### src/rtl/interrupt_entry_unit.sv
// rtl/interrupt_entry_unit.sv - interrupt entry sequencer (hardware CALL); optional nesting via INT_NESTING_EN
module interrupt_entry_unit #(
  parameter int                DATA_W          = 16,
  parameter int                FLAG_W          = 3,
  parameter logic [DATA_W-1:0] INT_VECTOR_ADDR = '0,
  parameter int                DRAIN_CYCLES    = 3
) (
  input  logic              clk,
  input  logic              rst,
  input  logic              int_in,
  input  logic [DATA_W-1:0] pc_in,
  input  logic [FLAG_W-1:0] flags_in,
  input  logic              rti_done,
  input  logic              mem_ack,
  input  logic [DATA_W-1:0] mem_rdata,
  output logic              fetch_freeze,
  output logic              insert_nop,
  output logic              mem_req,
  output logic              mem_push,
  output logic              mem_read,
  output logic [DATA_W-1:0] mem_addr,
  output logic [DATA_W-1:0] mem_wdata,
  output logic              pc_load,
  output logic [DATA_W-1:0] pc_load_value,
  output logic              flags_clear,
  output logic              int_active
);

  // The counter holds the drain cycles still to spend after the current one,
  // so DRAIN lasts DRAIN_CYCLES cycles, and one cycle when DRAIN_CYCLES is 0.
  localparam int CNT_W      = (DRAIN_CYCLES < 2) ? 1 : $clog2(DRAIN_CYCLES);
  localparam int DRAIN_LOAD = (DRAIN_CYCLES > 0) ? DRAIN_CYCLES - 1 : 0;

  typedef enum logic [2:0] {
    IDLE, DRAIN, PUSH_PC, PUSH_FLAGS, LOAD_VEC, JUMP
  } state_t;

  state_t            state, state_nxt;
  logic              int_q;
  logic              pending;
  logic [CNT_W-1:0]  cnt;
  logic [DATA_W-1:0] ret_pc;
  logic [FLAG_W-1:0] saved_flags;
  logic [DATA_W-1:0] vec;
  logic              int_rise;
  logic              accept;
  logic              take;

  assign int_rise = int_in & ~int_q;
  assign take     = (state == IDLE) && pending && accept;

`ifdef INT_NESTING_EN
  logic [1:0] depth;
  logic       depth_dec;

  assign depth_dec  = rti_done && (depth != 2'd0);
  assign accept     = (depth != 2'd3);
  assign int_active = (depth != 2'd0);

  // Nesting depth: JUMP opens a level, a retiring RTI closes one
  always_ff @(posedge clk or negedge rst) begin
    if (!rst) begin
      depth <= 2'd0;
    end else begin
      case ({state == JUMP, depth_dec})
        2'b10:   depth <= depth + 2'd1;
        2'b01:   depth <= depth - 2'd1;
        default: depth <= depth;
      endcase
    end
  end
`else
  logic active_q;

  assign accept     = !active_q;
  assign int_active = active_q;

  // Single-level ISR flag: set by JUMP, cleared by a retiring RTI
  always_ff @(posedge clk or negedge rst) begin
    if (!rst) begin
      active_q <= 1'b0;
    end else if (state == JUMP) begin
      active_q <= 1'b1;
    end else if (rti_done) begin
      active_q <= 1'b0;
    end
  end
`endif

  // State register
  always_ff @(posedge clk or negedge rst) begin
    if (!rst) begin
      state <= IDLE;
    end else begin
      state <= state_nxt;
    end
  end

  // Edge sync, pending latch, drain counter and captured context
  always_ff @(posedge clk or negedge rst) begin
    if (!rst) begin
      int_q       <= 1'b0;
      pending     <= 1'b0;
      cnt         <= '0;
      ret_pc      <= '0;
      saved_flags <= '0;
      vec         <= '0;
    end else begin
      int_q   <= int_in;
      pending <= (pending & ~take) | int_rise;
      if (take) begin
        ret_pc <= pc_in;
        cnt    <= CNT_W'(DRAIN_LOAD);
      end else if ((state == DRAIN) && (cnt != '0)) begin
        cnt <= cnt - 1'b1;
      end
      if ((state == DRAIN) && (cnt == '0)) begin
        saved_flags <= flags_in;
      end
      if ((state == LOAD_VEC) && mem_ack) begin
        vec <= mem_rdata;
      end
    end
  end

  // Next-state logic; memory states wait for mem_ack
  always_comb begin
    state_nxt = state;
    case (state)
      IDLE:       if (take) state_nxt = DRAIN;
      DRAIN:      if (cnt == '0) state_nxt = PUSH_PC;
      PUSH_PC:    if (mem_ack) state_nxt = PUSH_FLAGS;
      PUSH_FLAGS: if (mem_ack) state_nxt = LOAD_VEC;
      LOAD_VEC:   if (mem_ack) state_nxt = JUMP;
      JUMP:       state_nxt = IDLE;
      default:    state_nxt = IDLE;
    endcase
  end

  // Outputs decoded from state only, so at most one memory request per cycle
  always_comb begin
    fetch_freeze  = (state != IDLE);
    insert_nop    = (state != IDLE);
    mem_req       = 1'b0;
    mem_push      = 1'b0;
    mem_read      = 1'b0;
    mem_addr      = '0;
    mem_wdata     = '0;
    pc_load       = 1'b0;
    pc_load_value = '0;
    flags_clear   = 1'b0;
    case (state)
      PUSH_PC: begin
        mem_req   = 1'b1;
        mem_push  = 1'b1;
        mem_wdata = ret_pc;
      end
      PUSH_FLAGS: begin
        mem_req   = 1'b1;
        mem_push  = 1'b1;
        mem_wdata = {{(DATA_W-FLAG_W){1'b0}}, saved_flags};
      end
      LOAD_VEC: begin
        mem_req  = 1'b1;
        mem_read = 1'b1;
        mem_addr = INT_VECTOR_ADDR;
      end
      JUMP: begin
        pc_load       = 1'b1;
        pc_load_value = vec;
        flags_clear   = 1'b1;
      end
      default: ;
    endcase
  end

endmodule
### config.mk
export PLATFORM = sky130hd
export DESIGN_NAME = interrupt_entry_unit
export DESIGN_NICKNAME = d
export VERILOG_FILES = /design/src/rtl/interrupt_entry_unit.sv
export SDC_FILE = /design/constraint.sdc
export NUM_CORES = 1
export LEC_CHECK = 0
export ABC_CLOCK_PERIOD_IN_PS = 2100
export CAP_MARGIN = 20
export CORE_ASPECT_RATIO = 1.2
export CORE_MARGIN = 4
export CORE_UTILIZATION = 30
export DETAILED_ROUTE_END_ITERATION = 10
export PLACE_DENSITY_LB_ADDON = 0.2
export SLEW_MARGIN = 5
export SYNTH_ARGS = -nofsm -noshare
export SYNTH_HDL_FRONTEND = slang
export SYNTH_SLANG_ARGS = --single-unit
### constraint.sdc
create_clock -name clk -period 2.1 [get_ports clk]
set_input_delay 0.315 -clock clk [delete_from_list [all_inputs] [get_ports clk]]
set_output_delay 0.315 -clock clk [all_outputs]
set_load 0.01 [all_outputs]
Word level (Yosys, flattened, before mapping)
Index checks and enable logic that the tools add are counted.
- input bits: 40
- output and inout bits: 56
- flip-flop bits (word level): 43
- multiplexer cells: 16
- equality and inequality tests: 10
- reductions and logical operators: 15
- bitwise gates (word level): 5
- $add $sub $neg: 1
- operator list (kind ; count):
    $pmux W16 S2 ; 1
    $mux W16 ; 1
    $mux W3 ; 5
    $pmux W3 S5 ; 1
    $ne A2 B2 Y1 const B ; 4
    $eq A3 B2 Y1 const B ; 2
    $eq A3 B3 Y1 const B ; 2
    $mux W1 ; 6
    $reduce_bool A2 Y1 ; 3
    $logic_and A1 B1 Y1 ; 5
    $reduce_and A5 Y1 ; 1
    $mux W2 ; 2
    $eq A3 B1 Y1 const B ; 1
    $logic_not A3 Y1 ; 1
    $reduce_bool A3 Y1 ; 1
    $reduce_or A3 Y1 ; 1
    $and A1 B1 Y1 ; 2
    $logic_not A2 Y1 ; 1
    $ne A2 B1 Y1 const B ; 1
    $not A1 Y1 ; 2
    $reduce_or A2 Y1 ; 1
    $sub A2 B1 Y2 const B ; 1
    $logic_not A1 Y1 ; 1
    $or A1 B1 Y1 ; 1

Longest topological paths before layout
- depth after elaboration: 6
- gate-level depth with buffers: 6
- mapped depth without buffers: 5

Worst setup path before layout
OpenSTA, ideal clock, no wires.
- path type: register -> register
- start: register state[1]
- end: register vec[10]
- cell stages (with the launch flop): 7
- clock period less this slack: 1717 ps
- path slack: 383 ps
- library setup time: 125 ps
- required time: 1975 ps
- buffers on the path: 2
- arrival time: 1592 ps
- path through: dfrtp_1 > or3b_4 > inv_2 > and2_4 > buf_8 > buf_12 > mux2_4
- longest elaborated chain between the ends: 2
- RTL lines (what ; line ; text):
    from (decl) ; 38 ; state_t state, state_nxt;
    from (signal assigned) ; 95 ; state <= state_nxt;
    $eq A3 B3 Y1 ; 120 ; if ((state == LOAD_VEC) && mem_ack) begin
    $logic_and A1 B1 Y1 ; 120 ;
    to (signal assigned) ; 121 ; vec <= mem_rdata;
    to (decl) ; 44 ; logic [DATA_W-1:0] vec;
No other way between the ends.
A chain may end at the register's enable or synchronous reset.

Final worst setup path
- start: register state[1]
- end: output flags_clear
- longest elaborated chain between the ends: 2
- RTL lines (what ; line ; text):
    $eq A3 B3 Y1 ; 152 ; case (state)
    $mux W1 ; 152 ;
    to (decl) ; 25 ; output logic flags_clear,
No other way between the ends.

==> results.md <==
- Leading cell types in the layout, fill and taps excluded: 42 x dfrtp_1, 41 x clkdlybuf4s50_1, 32 x dlygate4sd2_1
- IO buf count: 79
- CP arrival: ~1.7 ns
- P_leak: 1.66 nW
- Max-cap violation count: 0
- Dpl hpwl: between 3000 and 4000 µm
- Main flop type after synthesis: dfrtp_1
- Clock buffer count from CTS: 5
- Nets@finish: 304
- Final worst path period need: approximately 2 ns
- Worst Clk Skew: about 0.0066 ns
- CP endpoint kind: output port
- Layout Utilization: 0.433
- Die Y: a little over 100 µm
- Adder-cell share of the synthesized area: 0.00566
- Num rows: 34
- DR vias/cell: around 4.3
- Mux cell area share after synthesis: 0.221
- Setup TNS: 0 ns
- H-tree levels: 2
- Ports: 96
- Worst-path clk slew: about 0.09 ns
- Total power: 0.00366 W
- Diode count: 0
- Maximum vdd drop: approximately 0.42 mV
- Area contributors post-synth: dfrtp_1 49%, mux2_4 12%, mux2_2 9.2%
- Final WL: about 4700 µm
- Wire length per cell: about 13 µm
- Starting density of the core: 0.306
- # DRC: 0
- Post-synth top area share: 0.486
- Seq/Total Area, Yosys: 0.486
- Share of cells above drive strength 1: 0.235
- EDFF count, synth: 0
- WS Path Type: reg2out
- Global-route wire length before repair: around 7600 µm
- CTS Buffer Depth: 2
- CTS tree: done
- Netlist cell types: 35
- Worst EP required: roughly 1.8 ns
- Largest family of logic cells by synthesized area: multiplexers
- Yosys warns: 0
- Iter 0 DRT Violations: 20
- Min Hold Slack: 0.376 ns
- Via count: around 1500
- Cells after Synth: about 180
- DIE AREA: approximately 0.0088 mm²
- GP Congestion: about 0.75
- Clk root buf: clkbuf_8
- Commonest non-fill, non-tap cell in the layout: dfrtp_1
- Compound-Gate Fraction of Synth Area: 0.0345
- Grt ovf: 0
- Clock sink total: between 40 and 50
- RSZ-0062 raised after global routing: false
- Synth Area in Simple Gates: 0.143
- Setup Viol. Count Final: 0
- #FFs+latches synth: between 40 and 50
- Crit share post-route: 0.951
- Vias in the first global route: between 1500 and 2000
- Xor/xnor share of the synthesized area: 0.00396
- Critical-path cell list: and3b_2, buf_12, clkdlybuf4s50_1
- DRT Pass-1 Iters: 4
- Final Cell Area: 0.00313 mm²
- Synth async-reset ratio: 1.00
- Die width: 86.4 µm
- ANT nets after route: 0
- Post-Syn Area per Cell: 12.5 µm²
- Final Hold Fails: 0
- Worst Setup Start Kind: register
- Syn Std Cell Area: between 0.002 and 0.0025 mm²
- Worst path slowest cell: clkdlybuf4s50_1
- Placed cell area: between 0.003 and 0.004 mm²
- Max frequency: approximately 500 MHz
- Largest net degree at the start of global routing: 23
- Hold Path Class: in2async
- CP Max Fanout: 19
- Initial antenna violation count: 0
- Core area: 0.00723 mm²
- Outcome: finished, final reports clean
- Worst skew pair latency: 0.30 ns
- All-Layer GR Usage: 0.110
- Max-slew violations: 0
- Biggest cell delay along the critical path: 0.54 ns
- Synth area leader: dfrtp_1
- Area grow syn2layout: 41.5%
- Pwr dens: approximately 1200 mW/mm²
[synth_stat cells, types with 2 or more instances]
cell type	number
mux2_4	17
nor2_1	5
dfrtp_1	43
inv_1	5
o21ai_0	4
nand2_1	3
a22o_1	2
clkbuf_1	3
mux2i_1	3
mux2_2	18
buf_6	2
nand2b_1	3
and2_1	29
buf_4	18
a21o_1	2
[worst max-delay path: cells and delay by family, from the launching register on]
| family | cells | cell delay, ns |
|---|---|---|
| buf+inv | 2 | 0.68 |
| flops | 1 | 0.44 |
| simple gates | 1 | 0.27 |
[worst paths after layout]
kind | start | slack, ns | cells past startpoint | endpoint
max | state[1] | 0.10 | 3 | flags_clear
min | rst | 0.38 | 2 | vec[14]
max reg2reg | state[1] | 0.36 | 4 | ret_pc[7]
min reg2reg | ret_pc[14] | 0.50 | 1 | ret_pc[14]
max in group asynchronous | rst | 1.18 | 3 | state[1]
min in group clk | ret_pc[14] | 0.50 | 1 | ret_pc[14]
[power breakdown]
| part | switching (W) | internal, W |
|---|---|---|
| clock network | 0.000295 | 0.000269 |
| registers | 0.000190 | 0.00121 |
| logic | 0.000676 | 0.00102 |
[routing by layer]
metal,GRT usage,routed length [µm]
met5,0,0
met4,0.0324,56
met3,0.0363,427
met2,0.171,2110
met1,0.145,2060
[per-stage QoR]
step,setup WS [ns],cells
global placement,0.223,342
detailed placement,0.216,342
CTS,0.0186,354
global route,0.0258,354
finish,0.102,354
floorplan,0.383,192
[cells by family after synthesis]
group | Yosys count
AO/OA/AOI/OAI | 11
adder cells (fa/ha/maj) | 1
flip-flops | 43
multiplexers | 38
XOR/XNOR | 1
buffers and inverters | 32
AND/OR/NAND/NOR | 50
other | 1
[what timing repair did]
action	CTS	global route
setup endpoints to repair	31	5
pin swaps	0	0
setup buffers	3	0
endpoints found under the hold margin	6	0
hold buffers	1	0
gates resized for setup	34	5
[sequential cells by signal, summed over array words and instances, names as in the netlist]
name	count
ret_pc	16
vec	16
saved_flags	3
state	3
cnt	2
int_active	1
int_q	1
pending	1
[final cells by class]
cell class                      count  area (µm²)
Sequential cell                    43        1080
Multi-Input combinational cell    117         963
Fill cell                         745        4100
Timing Repair Buffer               90         856
Clock buffer                        6        82.6
Inverter                            6        22.5
Tap cell                           90         113
Clock inverter                      2        16.3
(Power assumes the default switching activity.)
